--- src/rtl/db_req_sched.sv ---
// Request scheduler: queues {op, key, value} requests and issues them one at a time to a db controller,
// holding each issue stable for ISSUE_GAP cycles. Define DB_REQ_STATS_EN to enable the statistics counters.
module db_req_sched #(
    parameter int HASH_SIZE  = 32,
    parameter int KEY_SIZE   = 96,
    parameter int VAL_SIZE   = 32,
    parameter int FIFO_DEPTH = 8,
    parameter int ISSUE_GAP  = 3
) (
    input  logic                  clk,
    input  logic                  rst,
    input  logic                  req_valid,
    output logic                  req_ready,
    input  logic [3:0]            req_op,
    input  logic [KEY_SIZE-1:0]   req_key,
    input  logic [VAL_SIZE-1:0]   req_value,
    output logic                  db_valid,
    output logic [3:0]            db_op,
    output logic [HASH_SIZE-1:0]  db_hash,
    output logic [KEY_SIZE-1:0]   db_key,
    output logic [VAL_SIZE-1:0]   db_value,
    output logic [31:0]           stat_issued,
    output logic [31:0]           stat_stall
);
    localparam int AW     = $clog2(FIFO_DEPTH);
    localparam int NSLICE = KEY_SIZE / 32;
    localparam int CW     = $clog2(ISSUE_GAP + 1);

    typedef enum logic [1:0] {IDLE, ISSUE, HOLD} state_t;

    state_t                state_reg, state_next;
    logic [CW-1:0]         hold_cnt_reg, hold_cnt_next;
    logic [AW:0]           wr_ptr_reg, rd_ptr_reg;
    logic [3:0]            mem_op    [FIFO_DEPTH];
    logic [KEY_SIZE-1:0]   mem_key   [FIFO_DEPTH];
    logic [VAL_SIZE-1:0]   mem_value [FIFO_DEPTH];
    logic                  full, empty, push, pop;
    logic [KEY_SIZE-1:0]   head_key;
    logic [31:0]           key_slice [NSLICE];
    logic [31:0]           head_hash;

    // Extra pointer bit tells full (MSBs differ) from empty (pointers equal).
    assign full      = (wr_ptr_reg[AW] != rd_ptr_reg[AW]) &&
                       (wr_ptr_reg[AW-1:0] == rd_ptr_reg[AW-1:0]);
    assign empty     = (wr_ptr_reg == rd_ptr_reg);
    assign req_ready = !rst && !full;
    assign push      = req_valid && req_ready;
    assign db_valid  = (state_reg == ISSUE);

    always_ff @(posedge clk) begin
        if (push) begin
            mem_op[wr_ptr_reg[AW-1:0]]    <= req_op;
            mem_key[wr_ptr_reg[AW-1:0]]   <= req_key;
            mem_value[wr_ptr_reg[AW-1:0]] <= req_value;
        end
    end

    assign head_key = mem_key[rd_ptr_reg[AW-1:0]];

    generate
        for (genvar gi = 0; gi < NSLICE; gi++) begin : g_slice
            assign key_slice[gi] = head_key[gi*32 +: 32];
        end
    endgenerate

    always_comb begin
        head_hash = '0;
        for (int i = 0; i < NSLICE; i++) begin
            head_hash = head_hash ^ key_slice[i];
        end
    end

    always_comb begin
        state_next    = state_reg;
        hold_cnt_next = hold_cnt_reg;
        pop           = 1'b0;
        unique case (state_reg)
            IDLE: begin
                if (!empty) begin
                    pop        = 1'b1;
                    state_next = ISSUE;
                end
            end
            ISSUE: begin
                hold_cnt_next = CW'(ISSUE_GAP);
                state_next    = HOLD;
            end
            HOLD: begin
                hold_cnt_next = hold_cnt_reg - 1'b1;
                if (hold_cnt_reg == CW'(1)) state_next = IDLE;
            end
            default: state_next = IDLE;
        endcase
    end

    // Issue outputs only change on a pop, so they stay put through ISSUE and HOLD.
    always_ff @(posedge clk) begin
        if (rst) begin
            state_reg    <= IDLE;
            hold_cnt_reg <= '0;
            wr_ptr_reg   <= '0;
            rd_ptr_reg   <= '0;
            db_op        <= '0;
            db_key       <= '0;
            db_value     <= '0;
            db_hash      <= '0;
        end else begin
            state_reg    <= state_next;
            hold_cnt_reg <= hold_cnt_next;
            if (push) wr_ptr_reg <= wr_ptr_reg + 1'b1;
            if (pop) begin
                rd_ptr_reg <= rd_ptr_reg + 1'b1;
                db_op      <= mem_op[rd_ptr_reg[AW-1:0]];
                db_key     <= head_key;
                db_value   <= mem_value[rd_ptr_reg[AW-1:0]];
                db_hash    <= HASH_SIZE'(head_hash);
            end
        end
    end

`ifdef DB_REQ_STATS_EN
    logic [31:0] stat_issued_reg, stat_stall_reg;

    always_ff @(posedge clk) begin
        if (rst) begin
            stat_issued_reg <= '0;
            stat_stall_reg  <= '0;
        end else begin
            if (state_reg == ISSUE)      stat_issued_reg <= stat_issued_reg + 1'b1;
            if (req_valid && !req_ready) stat_stall_reg  <= stat_stall_reg + 1'b1;
        end
    end

    assign stat_issued = stat_issued_reg;
    assign stat_stall  = stat_stall_reg;
`else
    assign stat_issued = '0;
    assign stat_stall  = '0;
`endif

endmodule
--- config.mk ---
export PLATFORM = sky130hd
export DESIGN_NAME = db_req_sched
export DESIGN_NICKNAME = d
export VERILOG_FILES = /design/src/rtl/db_req_sched.sv
export SDC_FILE = /design/constraint.sdc
export NUM_CORES = 1
export LEC_CHECK = 0
export BUFFER_PORTS_ARGS = -buffer_cell sky130_fd_sc_hd__buf_4
export CAP_MARGIN = 10
export CORE_ASPECT_RATIO = 2
export CORE_MARGIN = 2
export CORE_UTILIZATION = 46
export CTS_BUF_LIST = sky130_fd_sc_hd__clkbuf_16
export DETAILED_ROUTE_END_ITERATION = 10
export GPL_TIMING_DRIVEN = 1
export SLEW_MARGIN = 30
export SYNTH_ARGS = -nofsm -noshare
export SYNTH_HDL_FRONTEND = slang
export SYNTH_SLANG_ARGS = --single-unit
--- constraint.sdc ---
create_clock -name clk -period 12 [get_ports clk]
set_input_delay 0.6 -clock clk [delete_from_list [all_inputs] [get_ports clk]]
set_output_delay 0.6 -clock clk [all_outputs]
set_load 0.02 [all_outputs]
==> results.py <==
metrics = {
    "logic_synthesis": {
        "synth_top_flop_cell": "edfxtp_1",
        "yosysSeqAreaShare_pct": 74.66,
        "syn_inst": 2351,
        "synth_top_area_share_pct": 67.08,
        "yosys-top-cells-count": "edfxtp_1, mux4_2, nor2_1, dfxtp_1, a211oi_1",
        "synth_compound_area_share_pct": 2.469,
        "synth.area.top_cells": "edfxtp_1, mux4_2, dfxtp_1",
        "synth_xor_area_share_pct": 0.7596,
        "synth.most_common_cell": "edfxtp_1",
        "synthSimpleGateAreaFrac_pct": 2.766,
        "ys_types": 35,
        "syn_area_per_cell_um2": 20.11,
        "synth_top_family_by_area": "multiplexers",
        "ys_ff_latch": 1235,
        "yosys.area.top_type": "edfxtp_1",
        "synth_fa_ha_area_share_pct": 0.1588,
        "yosys_warnings": 0,
        "netlist_area_mm2": 0.04727,
        "synthArstFlopShare_pct": 0,
        "synth.area.mux_share_pct": 16.66,
        "synth_edf_count": 1056,
    },
    "clocking": {
        "cts_hold_buf": 0,
        "cts_tree": "done",
        "clk_pin_slew_ps": 70,
        "cts_resized": 0,
        "cts_made_buffers": 106,
        "cts.htree.levels": 3,
        "clk_latency_ps": 700,
        "cts_setup_buffers": 0,
        "cts_root_buf": "clkbuf_16",
        "clock_path_buffers": 3,
        "clkSinkCount": 1235,
    },
    "timing": {
        "fin_crit_ps": 4571,
        "finalMaxSlewViolations": 0,
        "hold_viol_final": 0,
        "finalCritPeriodShare_pct": 38.09,
        "fin_setup_tns_ps": 0,
        "worst_pin_slew_ps": 978.3,
        "finalWorstSetupSlack_ps": 7429,
        "setup_violations": 0,
        "hold_ws_ps": 129.8,
        "rsz0062_at_grt": "no",
        "fin_worst_skew_ps": 24.67,
        "max-slew-margin-rel_pct": 34.78,
        "fmaxAchievable_mhz": 218.8,
    },
    "power_and_ir_drop": {
        "p_per_area_mw_per_mm2": 205.2,
        "p_leak_nw": 17.43,
        "ir_drop_uv": 139.3,
    },
    "die": {
        "rows": 166,
        "fp.dieW_um": 230.7,
        "initial_core_util_pct": 46.26,
        "die_y_um": 457.4,
        "die-area_mm2": 0.1055,
        "core_mm2": 0.1022,
        "io_pins": 365,
    },
    "critical_path": {
        "required_ps": 12340,
        "path_class": "reg -> reg",
        "worstPathMaxFanout": 42,
        "crit_start": "rd_ptr_reg[1]",
        "path_buf_inv": 3,
        "crit_top_cell": "buf_4",
        "crit_arrival_ps": 4910,
        "path_cells": "buf_4 -> xnor2_1 -> a41oi_1 -> nand2_1 -> or2_1 -> nor2_4 -> buf_4 -> buf_4",
        "worst_setup_path_end_kind": "register",
        "slowest_stage": "buf_4",
        "slowest_delay_ps": 730,
        "start_kind": "register",
        "cp_top_family": "buffers and inverters",
        "r2r-start": "rd_ptr_reg[1]",
    },
    "routing": {
        "vias": 22870,
        "drc_errors": 0,
        "drtAntennaViolNets": 0,
        "wirelength_um": 104500,
        "dr.pass1.iters": 5,
        "wl_per_cell_um": 25.43,
        "drtIter0Drc": 1638,
        "vias_per_cell": 5.565,
    },
    "final_layout": {
        "drive_gt1_share_pct": 31.43,
        "largest_reg_flops": 768,
        "fin_nets": 2811,
        "syn2layout_area_growth_pct": 14.89,
        "final_util_pct": 53.15,
        "final_area_mm2": 0.05431,
    },
    "placement": {
        "gp_congestion": 0.7382,
        "dp_slack_ps": 7337,
        "dp.final_hpwl_um": 62040,
        "placed_area_mm2": 0.05077,
        "io_buffers": 300,
    },
    "min_path": {
        "min-delay-start": "req_key[75]",
        "hp-class": "in -> reg",
    },
    "outcome": {
        "status": "complete, no violations",
    },
    "job": {
        "cap_violations": 0,
    },
    "global_routing": {
        "overflow": 0,
        "busiest_layer": "met2",
        "track_usage_pct": 19.90,
        "grtUsageMet1_pct": 26.03,
        "antenna_found_initial": 16,
        "grt_max_degree": 96,
        "gr-usage-met3_pct": 4.872,
        "use_met2_pct": 33.35,
        "grt_pass1_vias": 23580,
        "grt_pass1_wl_um": 153700,
    },
}
cells by family after synthesis:
group           Yosys count
simple gates            330
fa+ha+maj                 6
flops                  1235
other cells               1
xor+xnor                 41
mux                     398
buf+inv                 200
compound gates          140
per-layer routing:
metal	routed length [µm]	part of all wire, %
met5	104	0.10
met4	2120	2.0
met3	7563	7.2
met2	52000	50
met1	42720	41
stage by stage:
stage	std cells	power, W
after floorplan	2414	0.006984
after global placement	3903	0.007738
after detailed placement	3906	0.007797
after CTS	4106	0.01128
after global routing	4107	0.01162
final	4109	0.01114
layout make-up:
class	instances	area, µm²
fillers	7976	47870
flip-flops and latches	1235	35310
multi-input cells	979	11100
clock buffers	109	2728
repair buffers	344	2666
well taps	1344	1682
clock inverters	91	802.0
inverters	4	15.01
diodes	3	7.507
cells in the final DEF, fill, tap and decap left out, types with 6 or more instances in the layout:
| cell type | n |
|---|---|
| buf_4 | 335 |
| edfxtp_1 | 1056 |
| clkbuf_16 | 109 |
| mux4_2 | 264 |
| nor2_1 | 237 |
| dfxtp_1 | 173 |
| clkinvlp_4 | 9 |
| inv_1 | 29 |
| clkinv_1 | 17 |
| nor2_4 | 6 |
| mux2i_4 | 43 |
| mux2_2 | 32 |
| nor3_1 | 32 |
| ha_1 | 6 |
| a2111oi_2 | 9 |
| a211oi_1 | 100 |
| nand2_1 | 41 |
| mux2i_1 | 56 |
| bufinv_16 | 14 |
| a2111oi_1 | 23 |
| conb_1 | 64 |
| clkinv_2 | 19 |
| xnor2_1 | 37 |
power by group:
part / switching, W / internal [W]
Combinational: 0.00148 / 0.00110
Sequential: 0.000202 / 0.00490
Clock: 0.00152 / 0.00195
Total: 0.00320 / 0.00795
worst reg2reg max path, stage by stage, from the launching register on:
cell and delay, ps:
dfxtp_2 310, buf_4 660, xnor2_1 310, a41oi_1 480
nand2_1 180, or2_1 380, nor2_4 550, buf_4 740
buf_4 580
final timing paths:
kind                                  endpoint  slack (ps)  cells after the start
worst max register to register    mem_op[6][0]        7430                      8
worst max-delay path              mem_op[6][0]        7430                      8
worst min register to register      db_key[48]         490                      2
worst min-delay path            mem_key[4][75]         130                      1
Note: power is estimated with default switching activity, not from simulation.
